[config.mk]
export PLATFORM = sky130hd
export DESIGN_NAME = keypad_reader
export DESIGN_NICKNAME = d
export VERILOG_FILES = /design/src/rtl/keypad_reader_pkg.sv /design/src/rtl/keypad_scan.sv /design/src/rtl/keypad_reader.sv
export SDC_FILE = /design/constraint.sdc
export NUM_CORES = 1
export LEC_CHECK = 0
export ABC_AREA = 1
export BUFFER_PORTS_ARGS = -buffer_cell sky130_fd_sc_hd__buf_2
export CORE_MARGIN = 2
export CORE_UTILIZATION = 58
export CTS_BUF_LIST = sky130_fd_sc_hd__clkbuf_4 sky130_fd_sc_hd__clkbuf_8
export DETAILED_ROUTE_END_ITERATION = 8
export PLACE_DENSITY = 0.79
export SYNTH_ARGS = -nofsm -noshare
export SYNTH_HDL_FRONTEND = slang
export SYNTH_SLANG_ARGS = --single-unit
[constraint.sdc]
create_clock -name kp_clk -period 3.8 [get_ports kp_clk]
set_input_delay 0.57 -clock kp_clk [delete_from_list [all_inputs] [get_ports kp_clk]]
set_output_delay 0.57 -clock kp_clk [all_outputs]
set_load 0.005 [all_outputs]
[src/rtl/keypad_reader_pkg.sv]
// Shared types and constants for the 4x4 keypad reader: FSM states, frame
// result kinds, key codes (row*4+col), status bit positions, digit lookup.
package kp_pkg;

  typedef enum logic [1:0] {
    S_IDLE,
    S_DEBOUNCE,
    S_PRESSED,
    S_RELEASE
  } kp_state_e;

  typedef enum logic [1:0] {
    FR_NONE,
    FR_KEY,
    FR_MULTI
  } kp_frame_e;

  localparam logic [3:0] KEY_BKSP  = 4'd7;
  localparam logic [3:0] KEY_CLEAR = 4'd11;
  localparam logic [3:0] KEY_STAR  = 4'd12;
  localparam logic [3:0] KEY_ENTER = 4'd14;

  localparam int ST_VALID = 0;
  localparam int ST_BUSY  = 1;
  localparam int ST_OVR   = 2;
  localparam int ST_NEG   = 3;

  // Returns {is_digit, digit} for a key code.
  function automatic logic [4:0] kp_digit(input logic [3:0] code);
    case (code)
      4'd0:    kp_digit = {1'b1, 4'd1};
      4'd1:    kp_digit = {1'b1, 4'd2};
      4'd2:    kp_digit = {1'b1, 4'd3};
      4'd4:    kp_digit = {1'b1, 4'd4};
      4'd5:    kp_digit = {1'b1, 4'd5};
      4'd6:    kp_digit = {1'b1, 4'd6};
      4'd8:    kp_digit = {1'b1, 4'd7};
      4'd9:    kp_digit = {1'b1, 4'd8};
      4'd10:   kp_digit = {1'b1, 4'd9};
      4'd13:   kp_digit = {1'b1, 4'd0};
      default: kp_digit = 5'd0;
    endcase
  endfunction

endpackage

[src/rtl/keypad_scan.sv]
// Row scanner: drives one row low per slot, synchronises the columns and
// reduces each 4-row frame to NONE / KEY(code) / MULTI with a done pulse.
module keypad_scan
  import kp_pkg::*;
#(
  parameter int SCAN_DIV = 1000
) (
  input  logic       clk_i,
  input  logic       rst_i,
  input  logic [3:0] col_i,
  output logic [3:0] row_o,
  output logic       frame_done_o,
  output logic [1:0] frame_kind_o,
  output logic [3:0] code_o
);

  localparam int SLOT_W = (SCAN_DIV > 1) ? $clog2(SCAN_DIV) : 1;
  localparam logic [SLOT_W-1:0] SLOT_LAST = SLOT_W'(SCAN_DIV - 1);

  logic [SLOT_W-1:0] slot_q, slot_d;
  logic [1:0]        idx_q, idx_d;
  logic [3:0]        sync1_q, sync2_q;
  logic [1:0]        acc_n_q, acc_n_d;
  logic [3:0]        acc_code_q, acc_code_d;
  logic              done_q, done_d;
  logic [1:0]        kind_q, kind_d;
  logic [3:0]        code_q, code_d;
  logic              sample;
  logic [3:0]        lows;
  logic [2:0]        n_row;
  logic [2:0]        n_sum;
  logic [1:0]        n_tot;
  logic [1:0]        col_idx;

  assign row_o        = ~(4'b0001 << idx_q);
  assign sample       = (slot_q == SLOT_LAST);
  assign lows         = ~sync2_q;
  assign frame_done_o = done_q;
  assign frame_kind_o = kind_q;
  assign code_o       = code_q;

  // Low-column count saturates at 2: anything above one key is MULTI anyway.
  always_comb begin
    n_row = {2'b0, lows[0]} + {2'b0, lows[1]} + {2'b0, lows[2]} + {2'b0, lows[3]};
    n_sum = {1'b0, acc_n_q} + n_row;
    n_tot = (n_sum > 3'd1) ? 2'd2 : n_sum[1:0];
    casez (lows)
      4'b???1: col_idx = 2'd0;
      4'b??10: col_idx = 2'd1;
      4'b?100: col_idx = 2'd2;
      default: col_idx = 2'd3;
    endcase
  end

  always_comb begin
    slot_d     = sample ? '0 : slot_q + 1'b1;
    idx_d      = sample ? idx_q + 2'd1 : idx_q;
    acc_n_d    = acc_n_q;
    acc_code_d = acc_code_q;
    done_d     = 1'b0;
    kind_d     = kind_q;
    code_d     = code_q;
    if (sample) begin
      acc_n_d = n_tot;
      if (acc_n_q == 2'd0 && n_row == 3'd1) acc_code_d = {idx_q, col_idx};
      if (idx_q == 2'd3) begin
        done_d     = 1'b1;
        kind_d     = (n_tot == 2'd0) ? FR_NONE : (n_tot == 2'd1) ? FR_KEY : FR_MULTI;
        code_d     = acc_code_d;
        acc_n_d    = '0;
        acc_code_d = '0;
      end
    end
  end

  always_ff @(posedge clk_i) begin
    if (rst_i) begin
      slot_q     <= '0;
      idx_q      <= '0;
      sync1_q    <= 4'hF;
      sync2_q    <= 4'hF;
      acc_n_q    <= '0;
      acc_code_q <= '0;
      done_q     <= 1'b0;
      kind_q     <= FR_NONE;
      code_q     <= '0;
    end else begin
      slot_q     <= slot_d;
      idx_q      <= idx_d;
      sync1_q    <= col_i;
      sync2_q    <= sync1_q;
      acc_n_q    <= acc_n_d;
      acc_code_q <= acc_code_d;
      done_q     <= done_d;
      kind_q     <= kind_d;
      code_q     <= code_d;
    end
  end

endmodule

[src/rtl/keypad_reader.sv]
// Memory-mapped keypad reader: debounce FSM, decimal entry and CPU read port.
// Optional KP_NEG_ENTRY_EN: '*' toggles sign, enter commits two's complement.
module keypad_reader
  import kp_pkg::*;
#(
  parameter int SCAN_DIV   = 1000,
  parameter int DEBOUNCE   = 4,
  parameter int MAX_DIGITS = 4
) (
  input  logic        kp_clk,
  input  logic        kprst,
  output logic [3:0]  kp_row,
  input  logic [3:0]  kp_col,
  input  logic        kpread_val,
  input  logic        kpread_stat,
  output logic [15:0] kprdata
);

  localparam int DB_W = $clog2(DEBOUNCE + 1);
  localparam int DG_W = $clog2(MAX_DIGITS + 1);
  localparam logic [DB_W-1:0] DB_LAST = DB_W'(DEBOUNCE);
  localparam logic [DG_W-1:0] DG_MAX  = DG_W'(MAX_DIGITS);

  kp_state_e   state_q, state_d;
  logic [DB_W-1:0] cnt_q, cnt_d, cnt_inc;
  logic [3:0]  key_q, key_d;
  logic [15:0] entry_q, entry_d;
  logic [DG_W-1:0] digits_q, digits_d;
  logic [15:0] value_q, value_d;
  logic        valid_q, valid_d;
  logic        ovr_q, ovr_d;
  logic        neg_q, neg_d;
  logic        frame_done;
  logic [1:0]  frame_kind;
  logic [3:0]  frame_code;
  logic [4:0]  dig;
  logic [15:0] commit_val;
  logic [15:0] status;

  keypad_scan #(.SCAN_DIV(SCAN_DIV)) u_scan (
    .clk_i        (kp_clk),
    .rst_i        (kprst),
    .col_i        (kp_col),
    .row_o        (kp_row),
    .frame_done_o (frame_done),
    .frame_kind_o (frame_kind),
    .code_o       (frame_code)
  );

  assign cnt_inc = cnt_q + 1'b1;
  assign dig     = kp_digit(key_q);

`ifdef KP_NEG_ENTRY_EN
  assign commit_val = neg_q ? (~entry_q + 16'd1) : entry_q;
`else
  assign commit_val = entry_q;
`endif

  // MULTI frames never start a press and never count toward a release.
  always_comb begin
    state_d = state_q;
    cnt_d   = cnt_q;
    key_d   = key_q;
    case (state_q)
      S_IDLE: if (frame_done && frame_kind == FR_KEY) begin
        key_d   = frame_code;
        cnt_d   = DB_W'(1);
        state_d = S_DEBOUNCE;
      end
      S_DEBOUNCE: if (frame_done) begin
        if (frame_kind == FR_KEY && frame_code == key_q) begin
          cnt_d = cnt_inc;
          if (cnt_inc == DB_LAST) state_d = S_PRESSED;
        end else if (frame_kind == FR_KEY) begin
          key_d = frame_code;
          cnt_d = DB_W'(1);
        end else begin
          state_d = S_IDLE;
        end
      end
      S_PRESSED: begin
        state_d = S_RELEASE;
        cnt_d   = '0;
      end
      S_RELEASE: if (frame_done) begin
        if (frame_kind == FR_NONE) begin
          cnt_d = cnt_inc;
          if (cnt_inc == DB_LAST) state_d = S_IDLE;
        end else begin
          cnt_d = '0;
        end
      end
      default: state_d = S_IDLE;
    endcase
  end

  // A commit on the same edge as a value read wins over the read's clear.
  always_comb begin
    entry_d  = entry_q;
    digits_d = digits_q;
    value_d  = value_q;
    valid_d  = valid_q;
    ovr_d    = ovr_q;
    neg_d    = neg_q;
    if (kpread_val) begin
      valid_d = 1'b0;
      ovr_d   = 1'b0;
    end
    if (state_q == S_PRESSED) begin
      if (dig[4]) begin
        if (digits_q < DG_MAX) begin
          entry_d  = entry_q * 16'd10 + {12'b0, dig[3:0]};
          digits_d = digits_q + 1'b1;
        end
      end else if (key_q == KEY_BKSP) begin
        if (digits_q != '0) begin
          entry_d  = entry_q / 16'd10;
          digits_d = digits_q - 1'b1;
        end
      end else if (key_q == KEY_CLEAR) begin
        entry_d  = '0;
        digits_d = '0;
        neg_d    = 1'b0;
      end else if (key_q == KEY_ENTER) begin
        value_d  = commit_val;
        valid_d  = 1'b1;
        ovr_d    = kpread_val ? ovr_q : (ovr_q | valid_q);
        entry_d  = '0;
        digits_d = '0;
        neg_d    = 1'b0;
      end
`ifdef KP_NEG_ENTRY_EN
      else if (key_q == KEY_STAR) begin
        neg_d = ~neg_q;
      end
`endif
    end
  end

  always_comb begin
    status           = '0;
    status[ST_VALID] = valid_q;
    status[ST_BUSY]  = (state_q != S_IDLE);
    status[ST_OVR]   = ovr_q;
    status[ST_NEG]   = neg_q;
    if (kpread_val)       kprdata = value_q;
    else if (kpread_stat) kprdata = status;
    else                  kprdata = '0;
  end

  always_ff @(posedge kp_clk) begin
    if (kprst) begin
      state_q  <= S_IDLE;
      cnt_q    <= '0;
      key_q    <= '0;
      entry_q  <= '0;
      digits_q <= '0;
      value_q  <= '0;
      valid_q  <= 1'b0;
      ovr_q    <= 1'b0;
      neg_q    <= 1'b0;
    end else begin
      state_q  <= state_d;
      cnt_q    <= cnt_d;
      key_q    <= key_d;
      entry_q  <= entry_d;
      digits_q <= digits_d;
      value_q  <= value_d;
      valid_q  <= valid_d;
      ovr_q    <= ovr_d;
      neg_q    <= neg_d;
    end
  end

endmodule

==> results.py <==
metrics = {
    "critical_path": {
        "timing.critical_path.required_ps": 4040,
        "crit_arrival_ps": 4920,
        "critical_path.reg2reg.endpoint": "commit_val[0]",
        "max_stage_delay_ps": 370,
        "r2r_slack_ps": -880,
        "slowest_stage": "sky130_fd_sc_hd__dfxtp_4",
        "crit_fanout": 5,
        "timing_worst_setup_path_type": "flip-flop to flip-flop",
        "critical_path.reg2reg.startpoint": "commit_val[15]",
        "reg2regPathDepth": 45,
        "setup.worst_path.end_class": "flip-flop",
        "setup.worst_path.start_class": "flip-flop",
        "critPathMostFrequentCell": "sky130_fd_sc_hd__nand2_4",
    },
    "power": {
        "power.ir.vdd_worst_mv": 0.218,
        "p_per_area_nw_per_um2": 241,
        "post-layout-total-power_w": 0.00170,
        "power.static_leakage_nw": 3.50,
    },
    "yosys": {
        "synth.ff_latch_count": 84,
        "ys.warnings.count": 0,
        "edff_count_synth": 0,
        "yosysTopAreaCellShare": 0.289,
        "yosysSeqAreaShare": 0.289,
        "yosys.cell_types.count": 50,
        "async_flop_share": 0,
        "ys_dominant_reg_cell": "sky130_fd_sc_hd__dfxtp_1",
        "postSynthNetCount": 881,
        "synth_area_sq_um": 5820,
        "avg_synthesized_cell_area_sq_um": 7.07,
        "synth_top_cell_by_area": "sky130_fd_sc_hd__dfxtp_1",
        "syn-instance-count": 824,
        "post_synth_main_area_contributors": "sky130_fd_sc_hd__dfxtp_1 29%, sky130_fd_sc_hd__ha_1 9.7%, sky130_fd_sc_hd__inv_1 8.8%",
    },
    "finish": {
        "flow.area_growth_from_synthesis_pct": 21.1,
        "n_antenna_cell": 0,
        "final_layout_size_suffix_gt1_frac": 0.246,
        "count_of_fill_cells_added_during_filler_insertion": 754,
        "multi_input_comb_area_sq_um": 3840,
        "final_standard_cell_utilization_of_the_core": 0.721,
        "mostFrequentLayoutCell": "sky130_fd_sc_hd__inv_1",
        "most_frequent_cells_in_the_layout": "130 x sky130_fd_sc_hd__inv_1, 110 x sky130_fd_sc_hd__nand2_1, 79 x sky130_fd_sc_hd__dfxtp_1, 69 x sky130_fd_sc_hd__nor2_1, 58 x sky130_fd_sc_hd__o21ai_0",
        "seq_area_sq_um": 1690,
        "num-nets-final": 954,
    },
    "floorplanning": {
        "initial_core_utilization": 0.596,
        "num_rows": 36,
        "die_area_sq_um": 10900,
        "pin_count": 28,
        "die_w_um": 104,
        "core_area_sq_um": 9770,
        "die_height_um": 104,
    },
    "sta": {
        "hold_viol_final": 0,
        "timing.fmax_mhz": 214,
        "maxSlewViolCount": 0,
        "worstMarginPinSlew_ps": 938,
        "finalCriticalPeriod_ps": 4680,
        "fin_crit_sh": 1.23,
        "timing.clock.skew_ps": 11.9,
        "final.hold.worst_slack_ps": 392,
        "worst_path_setup_slack_after_routing_ps": -880,
        "rsz0062_at_grt": "yes",
        "setup_viol": 5,
        "max_slew_margin": 0.372,
    },
    "drt": {
        "drc_errors": 0,
        "ant_nets": 0,
        "postRouteWirelength_um": 14300,
        "viasPerCell": 5.49,
        "number_of_search_and_repair_iterations_in_the_first_detailed_routing_pass": 5,
        "via_count": 5677,
        "dr.first_iter.drc_count": 324,
        "wire_per_inst_um": 13.9,
    },
    "worst_hold_path": {
        "path_category_of_the_worst_min_delay_check": "primary input to flip-flop",
        "worst_hold_path.num_cells": 2,
        "timing.hold.worst.start": "kp_col[2]",
        "terminating_pin_of_the_worst_hold_path": "u_scan.sync1_q[2]",
    },
    "placed_design": {
        "dp.final_hpwl_um": 9740,
        "dp_worst_setup_slack_ps": -699,
        "globalplace.congestion": 0.899,
        "port-buffer-count": 27,
    },
    "global_routing": {
        "grt_max_degree": 38,
        "number_of_antenna_violations_at_the_first_check_in_global_routing": 0,
        "vias_in_the_first_global_route": 5525,
        "global_route.usage.total": 0.261,
        "gr-total-overflow": 0,
        "grt_first_pass_wirelength_um": 23900,
    },
    "run": {
        "maxCapViolations": 0,
    },
    "cts": {
        "clkSinkCount": 84,
        "cts_buffers": 9,
        "cts_max_path_buffers": 2,
        "worst_setup_hold_path_clk_slew_ps": 100,
        "h_tree_levels": 3,
        "worstSkewPairLatency_ps": 370,
        "cts_tree": "yes",
        "clock-root-buffer": "sky130_fd_sc_hd__clkbuf_8",
    },
    "run_status": {
        "violated_checks": "setup timing",
        "outcome": "finished, violations left",
    },
}
[per-layer routing]
| metal | vias up | share of wire | wire length, um | global-route usage |
|---|---|---|---|---|
| met4 | 0 | 0.029 | 420 | 0.115 |
| met1 | 2648 | 0.43 | 6100 | 0.311 |
| li1 | 2844 | - | - | - |
| met5 | - | 0 | 0 | 0 |
| met3 | 39 | 0.038 | 546 | 0.0357 |
| met2 | 146 | 0.51 | 7270 | 0.467 |
[area by class of cell]
cell class / count / area share
Clock buffer: 10 / 0.0195
Clock inverter: 6 / 0.0133
Multi-Input combinational cell: 575 / 0.544
Sequential cell: 84 / 0.240
Inverter: 145 / 0.0775
Timing Repair Buffer: 82 / 0.0818
Tap cell: 133 / 0.0236
[worst max-delay path, delay by kind of cell, from the launching register on]
kind / cells / cell delay, ps
and+or+nand+nor: 33 / 2940
buffers and inverters: 8 / 810
AOI/OAI and AO/OA: 4 / 430
DFF: 1 / 370
[registers in the layout, summed over array words and instances (netlist names), 3 cells and up, named ones only]
name               count
u_scan.sync2_q         4
u_scan.sync1_q         4
cnt_q                  3
commit_val            16
key_q                  4
digits_q               3
value_q               16
u_scan.acc_code_q      4
u_scan.slot_q         10
u_scan.code_o          4
dig                    5
[power breakdown]
group / switching (W) / leakage [nW] / total, W / internal, W
registers: 0.00000306 / 0.682 / 0.000888 / 0.000884
clock network: 0.000358 / 0.113 / 0.000752 / 0.000394
logic: 0.0000390 / 2.70 / 0.0000577 / 0.0000187
[repair_timing]
item | CTS | global route
pin swaps | 3 | 10
resized for setup | 40 | 37
buffers inserted | 9 | 6
hold buffers | 0 | 0
setup endpoints to repair | 4 | 6
[logic make-up (layout without fill, tap and decap cells)]
| logic type | Yosys count | count (layout) | share of synthesized area |
|---|---|---|---|
| simple gates | 341 | 341 | 0.293 |
| buf+inv | 165 | 243 | 0.108 |
| compound gates | 163 | 163 | 0.167 |
| flops | 84 | 84 | 0.289 |
| fa+ha+maj | 49 | 49 | 0.110 |
| xor+xnor | 22 | 22 | 0.0331 |
[Yosys cell counts, types with 5 or more instances]
| library cell | n |
|---|---|
| sky130_fd_sc_hd__a211oi_1 | 5 |
| sky130_fd_sc_hd__nor3_1 | 9 |
| sky130_fd_sc_hd__dfxtp_1 | 84 |
| sky130_fd_sc_hd__nand4_1 | 11 |
| sky130_fd_sc_hd__nand2_1 | 132 |
| sky130_fd_sc_hd__o211ai_1 | 5 |
| sky130_fd_sc_hd__or2_2 | 9 |
| sky130_fd_sc_hd__nand2_4 | 11 |
| sky130_fd_sc_hd__a21oi_1 | 53 |
| sky130_fd_sc_hd__a221oi_1 | 7 |
| sky130_fd_sc_hd__ha_1 | 45 |
| sky130_fd_sc_hd__inv_2 | 8 |
| sky130_fd_sc_hd__o21ai_0 | 58 |
| sky130_fd_sc_hd__nand3_1 | 56 |
| sky130_fd_sc_hd__nand3_2 | 9 |
| sky130_fd_sc_hd__nor2_1 | 69 |
| sky130_fd_sc_hd__xnor2_1 | 7 |
| sky130_fd_sc_hd__xor2_1 | 15 |
| sky130_fd_sc_hd__a31oi_1 | 7 |
| sky130_fd_sc_hd__clkbuf_1 | 18 |
| sky130_fd_sc_hd__nand2_2 | 21 |
| sky130_fd_sc_hd__inv_1 | 136 |
[worst max path at each step]
| stage | start | endpoint | slack [ps] | cells past startpoint |
|---|---|---|---|---|
| final | commit_val[15] | commit_val[0] | -880 | 45 |
| after global routing | commit_val[15] | commit_val[0] | -1230 | 46 |
| after CTS | commit_val[15] | commit_val[0] | -640 | 47 |
| after detailed placement | commit_val[15] | commit_val[0] | -700 | 47 |
| after global placement | commit_val[15] | commit_val[0] | -440 | 47 |
| after floorplan | commit_val[15] | commit_val[0] | -280 | 51 |
[metrics by stage]
step	instances	TNS, ps	instance area (sq um)
after floorplan	824	-426	5850
after global placement	1004	-978	6380
after detailed placement	1004	-1830	6380
after CTS	1029	-1580	6880
after global routing	1035	-4490	7050
final	1035	-2780	7050
No activity file was read; power rests on OpenSTA's default activity.
